===== config.mk =====
export PLATFORM = sky130hd
export DESIGN_NAME = seq_gen_ctrl
export DESIGN_NICKNAME = d
export VERILOG_FILES = /design/src/rtl/seq_gen_pkg.sv /design/src/rtl/seq_gen_ctrl_rate_div.sv /design/src/rtl/seq_gen_ctrl.sv
export SDC_FILE = /design/constraint.sdc
export NUM_CORES = 1
export LEC_CHECK = 0
export BUFFER_PORTS_ARGS = -buffer_cell sky130_fd_sc_hd__buf_4
export CAP_MARGIN = 20
export CELL_PAD_IN_SITES_DETAIL_PLACEMENT = 0
export CELL_PAD_IN_SITES_GLOBAL_PLACEMENT = 1
export CORE_ASPECT_RATIO = 1.5
export CORE_MARGIN = 2
export CORE_UTILIZATION = 45
export CTS_CLUSTER_SIZE = 8
export DETAILED_ROUTE_END_ITERATION = 12
export MAX_ROUTING_LAYER = met4
export PLACE_DENSITY_LB_ADDON = 0.1
export SKIP_LAST_GASP = 1
export SYNTH_ARGS = -nofsm -noshare
export SYNTH_HDL_FRONTEND = slang
export SYNTH_SLANG_ARGS = --single-unit
export TNS_END_PERCENT = 50

===== constraint.sdc =====
create_clock -name CLK -period 3.89 [get_ports CLK]
set_clock_uncertainty 0.2 [all_clocks]
set_input_delay 0.389 -clock CLK [delete_from_list [all_inputs] [get_ports CLK]]
set_output_delay 0.389 -clock CLK [all_outputs]
set_load 0.05 [all_outputs]

===== src/rtl/seq_gen_pkg.sv =====
// Shared constants and value rules for the button-driven sequence generator.
// Helpers work on a 32-bit word and are masked down to the caller's DATA_WIDTH.
package seq_gen_pkg;

  localparam logic [1:0] MODE_UP   = 2'd0;
  localparam logic [1:0] MODE_DOWN = 2'd1;
  localparam logic [1:0] MODE_GRAY = 2'd2;
  localparam logic [1:0] MODE_LFSR = 2'd3;

  localparam logic [1:0] ST_IDLE  = 2'd0;
  localparam logic [1:0] ST_RUN   = 2'd1;
  localparam logic [1:0] ST_PAUSE = 2'd2;

  localparam int unsigned MAX_W = 32;
  typedef logic [MAX_W-1:0] word_t;

  function automatic word_t width_mask(input int unsigned width);
    if (width >= MAX_W) return '1;
    return (word_t'(1) << width) - word_t'(1);
  endfunction

  function automatic word_t start_value(input logic [1:0] mode,
                                        input int unsigned width,
                                        input word_t seed);
    case (mode)
      MODE_DOWN: return width_mask(width);
      MODE_LFSR: return seed & width_mask(width);
      default:   return '0;
    endcase
  endfunction

  // GRAY advances the binary core; the Gray mapping is applied at the output.
  function automatic word_t next_value(input logic [1:0] mode,
                                       input word_t core,
                                       input int unsigned width,
                                       input word_t taps,
                                       input word_t seed);
    word_t m;
    word_t r;
    m = width_mask(width);
    case (mode)
      MODE_DOWN: r = (core - word_t'(1)) & m;
      MODE_LFSR: begin
        r = core[0] ? ((core >> 1) ^ taps) : (core >> 1);
        r = r & m;
        if (r == '0) r = seed & m;
      end
      default:   r = (core + word_t'(1)) & m;
    endcase
    return r;
  endfunction

endpackage


===== src/rtl/seq_gen_ctrl_rate_div.sv =====
// CE tick divider: pulses step on the (rate+1)th ce after the last clear.
module seq_rate_div #(
  parameter int unsigned RATE_WIDTH = 4
) (
  input  logic                  clk,
  input  logic                  rst,
  input  logic                  ce,
  input  logic [RATE_WIDTH-1:0] rate,
  input  logic                  clear,
  output logic                  step
);

  logic [RATE_WIDTH-1:0] tick_cnt;

  // rate is compared live so a new divisor takes effect immediately
  assign step = ce && (tick_cnt == rate);

  always_ff @(posedge clk or posedge rst) begin
    if (rst) begin
      tick_cnt <= '0;
    end else if (clear) begin
      tick_cnt <= '0;
    end else if (ce) begin
      tick_cnt <= (tick_cnt == rate) ? '0 : tick_cnt + 1'b1;
    end
  end

endmodule


===== src/rtl/seq_gen_ctrl.sv =====
// Sequence generator core: IDLE/RUN/PAUSE control over four sequence modes,
// driven by one-cycle button pulses; DATA_WIDTH up to 32.
module seq_gen_ctrl
  import seq_gen_pkg::*;
#(
  parameter int unsigned           DATA_WIDTH = 8,
  parameter logic [DATA_WIDTH-1:0] LFSR_TAPS  = 8'hB8,
  parameter logic [DATA_WIDTH-1:0] LFSR_SEED  = 8'h01,
  parameter int unsigned           RATE_WIDTH = 4
) (
  input  logic                  CLK,
  input  logic                  RST,
  input  logic                  BTN_RUN,
  input  logic                  BTN_STEP,
  input  logic                  BTN_MODE,
  input  logic                  BTN_CLR,
  input  logic                  CE,
  input  logic [RATE_WIDTH-1:0] RATE,
  output logic [DATA_WIDTH-1:0] SEQ_OUT,
  output logic                  SEQ_STB,
  output logic [1:0]            MODE,
  output logic                  RUNNING
);

  logic [1:0]            state_q, state_n;
  logic [1:0]            mode_n, mode_inc;
  logic [DATA_WIDTH-1:0] core_q, core_n;
  logic [DATA_WIDTH-1:0] adv_val, start_cur, start_inc, seq_n;
  logic                  load, enter_run, run_ce, tick;

  assign mode_inc  = 2'(MODE + 2'd1);
  assign adv_val   = DATA_WIDTH'(next_value(MODE, word_t'(core_q), DATA_WIDTH,
                                            word_t'(LFSR_TAPS), word_t'(LFSR_SEED)));
  assign start_cur = DATA_WIDTH'(start_value(MODE, DATA_WIDTH, word_t'(LFSR_SEED)));
  assign start_inc = DATA_WIDTH'(start_value(mode_inc, DATA_WIDTH, word_t'(LFSR_SEED)));
  assign run_ce    = CE && (state_q == ST_RUN);

  seq_rate_div #(
    .RATE_WIDTH(RATE_WIDTH)
  ) u_rate_div (
    .clk  (CLK),
    .rst  (RST),
    .ce   (run_ce),
    .rate (RATE),
    .clear(enter_run),
    .step (tick)
  );

  // Button priority CLR > RUN > STEP > MODE; auto-step only when no button acts.
  always_comb begin
    state_n   = state_q;
    mode_n    = MODE;
    core_n    = core_q;
    load      = 1'b0;
    enter_run = 1'b0;
    if (BTN_CLR) begin
      state_n = ST_IDLE;
      core_n  = start_cur;
      load    = 1'b1;
    end else if (BTN_RUN) begin
      if (state_q == ST_RUN) begin
        state_n = ST_PAUSE;
      end else begin
        state_n   = ST_RUN;
        enter_run = 1'b1;
      end
    end else if (BTN_STEP && state_q != ST_RUN) begin
      state_n = ST_PAUSE;
      core_n  = adv_val;
      load    = 1'b1;
    end else if (BTN_MODE && state_q != ST_RUN) begin
      mode_n = mode_inc;
      core_n = start_inc;
      load   = 1'b1;
    end else if (state_q == ST_RUN && tick) begin
      core_n = adv_val;
      load   = 1'b1;
    end
  end

  assign seq_n = (mode_n == MODE_GRAY) ? (core_n ^ (core_n >> 1)) : core_n;

  always_ff @(posedge CLK or posedge RST) begin
    if (RST) begin
      state_q <= ST_IDLE;
      MODE    <= MODE_UP;
      core_q  <= '0;
      SEQ_OUT <= '0;
      SEQ_STB <= 1'b0;
      RUNNING <= 1'b0;
    end else begin
      state_q <= state_n;
      MODE    <= mode_n;
      core_q  <= core_n;
      SEQ_STB <= load;
      RUNNING <= (state_n == ST_RUN);
      if (load) SEQ_OUT <= seq_n;
    end
  end

endmodule


==> impl_metrics.csv <==
group,metric,value,unit
status,outcome,"complete, no violations",
cells_and_area,drive_gt1_share,17.56,%
clock_tree,cts_tree,"built",
placed_design,routabilityCongestion,0.8572,
routing,num_vias,1888,
cells_and_area,diodes,0,
setup_path,worst_path_most_repeated_cell,"ha_1",
grt,grt_start_max_net_pins,27,
routing,dr.pass1.iters,4,
grt,grt_pass1_vias,1783,
routing,ant_nets,0,
timing,timing.hold.ws,194.8,ps
logic_synthesis,ys_top_cells_by_area,"dfrtp_1 31%, a21oi_1 5.2%, xnor2_1 4.9%, o21ai_0 4.2%, ha_1 4.1%",
logic_synthesis,ys_warn_count,0,
setup_path,crit_slowest_cell,"dfrtp_1",
placed_design,port_buffers,22,
setup_path,cp_num_buf_inv,1,
pwr,p_comb_share,61.7,%
die,floorplan.initialDensity,46.75,%
logic_synthesis,post-synth-top-area-fraction,30.64,%
clock_tree,htree_num_levels,1,
timing,drv_slew,0,
pwr,internal-power,0.0009850,W
logic_synthesis,syn_inst,248,
cells_and_area,final_cell_mix,"26 x dfrtp_1, 23 x nand2_1, 23 x buf_4",
routing,wire_per_inst,16.43,um
logic_synthesis,synth_edf_count,0,
cells_and_area,fin_nets,281,
placed_design,place_hpwl,3.973,mm
clock_tree,hold_buffers,0,
timing,setup-tns-final,0,ps
grt,grt_usage,22.63,%
clock_tree,post_cts_buffers,0,
setup_path,worst-path-max-fanout,5,
setup_path,startpoint_type,"register",
setup_path,cp.required,3820,ps
pwr,p_per_area,832.6,nW/um2
pwr,power.switching,0.001020,W
die,core,4542,um2
logic_synthesis,yosys.area.top_type,"dfrtp_1",
clock_tree,root_buffer,"clkbuf_8",
pwr,clockPowerShare,11.4,%
setup_path,r2r-end,"SEQ_OUT[5]",
grt,grt_pass1_wl,8.763,mm
min_path,holdPathEnd,"state_q[0]",
logic_synthesis,synth_top_flop_cell,"dfrtp_1",
grt,grt_overflow,0,
timing,fin_crit,2995,ps
pwr,ir_worst_vdd,0.0004163,V
setup_path,arrival,2920,ps
clock_tree,clockBufferDepth,2,
die,die-height,88.13,um
pwr,p_seq_share,26.9,%
setup_path,rrSetupSlack,890,ps
clock_tree,clk_latency,270,ps
setup_path,rr_worst_depth,11,
logic_synthesis,ys_types,61,
timing,setup_viol_count_final,0,
setup_path,criticalPathCategory,"reg -> reg",
logic_synthesis,syn_area,2123,um2
cells_and_area,area_growth_syn_to_layout,13.44,%
die,ioPinCount,23,
min_path,hold-path-cell-count,2,
min_path,hold_class,"in -> reg",
clock_tree,clock_sinks,26,
pwr,leakage,1.003,nW
timing,maxSlewHeadroom,30.65,%
pwr,swShare,50.88,%
timing,worst_pin_slew,1034,ps
flow_run,maxCapViolations,0,
logic_synthesis,syn_area_per_cell,8.562,um2
logic_synthesis,ys_async_sr_fraction,100.0,%
setup_path,timing.rr.start,"MODE[1]",
routing,drc,0,
setup_path,crit_family,"simple AND/OR/NAND/NOR gates",
die,row_count,30,
min_path,min_from,"BTN_RUN",
routing,drt_iter0_drc,102,
clock_tree,ctsResizeCount,0,
clock_tree,cts-buffers-inserted,3,
grt,antenna_found_initial,0,
setup_path,crit_path_end_kind,"register",
timing,min_period_over_period,77.00,%
setup_path,slowest_delay,440,ps
clock_tree,clk_pin_slew,90,ps
die,die-area,5295,um2
die,die_w,60.09,um
setup_path,crit_chain,"inv_1, ha_1, xor2_1, ha_1, a21boi_1, o22ai_1, or3_1, and4_1, o31ai_4, and3_1, o31ai_2",
cells_and_area,utilization,53.03,%
routing,via_per_inst,5.791,
timing,fmax,333.9,MHz
logic_synthesis,syn-num-nets,266,
routing,routed_wirelength,5.356,mm
logic_synthesis,ys_seq_area_share,30.64,%
cells_and_area,layout_commonest_cell,"dfrtp_1",
logic_synthesis,synth-seq-cells,26,
timing,rsz0062_at_grt,"false",
timing,hold_violations,0,
-- layout make-up --
| cell class | count | area, um2 |
|---|---|---|
| fillers | 458 | 2133 |
| clock buffers | 3 | 41.29 |
| clock inverters | 1 | 30.03 |
| flip-flops and latches | 26 | 650.6 |
| repair buffers | 25 | 210.2 |
| multi-input cells | 197 | 1359 |
| well taps | 64 | 80.08 |
| inverters | 10 | 37.54 |
-- worst max-delay path by stage --
stage,end,from,cells past startpoint
finish,SEQ_OUT[5],MODE[1],11
global route,SEQ_OUT[4],MODE[1],11
CTS,SEQ_OUT[5],MODE[1],11
detailed placement,SEQ_OUT[5],MODE[1],11
global placement,SEQ_OUT[6],MODE[1],11
floorplan,SEQ_OUT[5],MODE[1],13
-- layer usage --
| layer | vias up | track usage, % | share of wire [%] |
|---|---|---|---|
| met4 | 0 | 10.30 | 3.0 |
| met3 | 12 | 2.363 | 2.9 |
| met2 | 42 | 36.46 | 50 |
| li1 | 934 | - | - |
| met5 | - | - | 0 |
| met1 | 900 | 28.03 | 44 |
-- cells in the mapped netlist (all sizes together), types with 3 or more instances --
cell and number:
xnor2 12, and4 3, dfrtp 26, a21o 3, nor2b 3, nand2 23
buf 11, ha 7, xor2 6, o21a 5, clkbuf 4, nor2 15
and3 5, a21oi 23, mux2i 3, inv 10, nand2b 4, o22ai 3
a211oi 4, or3 4, o21ai 21, nand3 4, o211ai 3, o31ai 11
-- stage by stage --
step	area (um2)	worst slack, ps	std cells	power [W]
2_1_floorplan	2123	465.2	248	0.001494
3_3_place_gp	2300	975.6	320	0.001780
3_5_place_dp	2300	930.8	320	0.001767
4_1_cts	2371	904.9	324	0.002006
5_1_grt	2409	693.8	326	0.002151
6_report	2409	894.7	326	0.002005
-- cell families after synthesis --
logic type,count (synthesis),synth area share (%)
XOR/XNOR,18,7.425
AND/OR/NAND/NOR,77,19.92
adder cells (fa/ha/maj),7,4.125
buffers and inverters,25,5.362
multiplexers,5,2.475
AO/OA/AOI/OAI,90,30.05
flip-flops,26,30.64
-- worst reg2reg max path, cell delays in order (launching register included) --
cell      delay, ps
dfrtp_1         440
inv_1           130
ha_1            190
xor2_1          160
ha_1            200
a21boi_1        160
o22ai_1         140
or3_1           420
and4_1          190
o31ai_4         330
and3_1          220
o31ai_2          70
-- registers in the layout, summed over array words and instances, names as in the netlist --
name                 flops
state_q                  2
u_rate_div.tick_cnt      4
SEQ_STB                  1
core_q                   8
SEQ_OUT                  8
RUNNING                  1
MODE                     2
-- power groups by stage --
stage	logic (W)	registers, W	clock network (W)
global route	0.00135	0.000557	0.000244
CTS	0.00123	0.000538	0.000233
detailed placement	0.00122	0.000543	0
floorplan	0.000882	0.000612	0
finish	0.00124	0.000539	0.000228
global placement	0.00123	0.000545	0
Note: power is estimated with default switching activity, not from simulation.
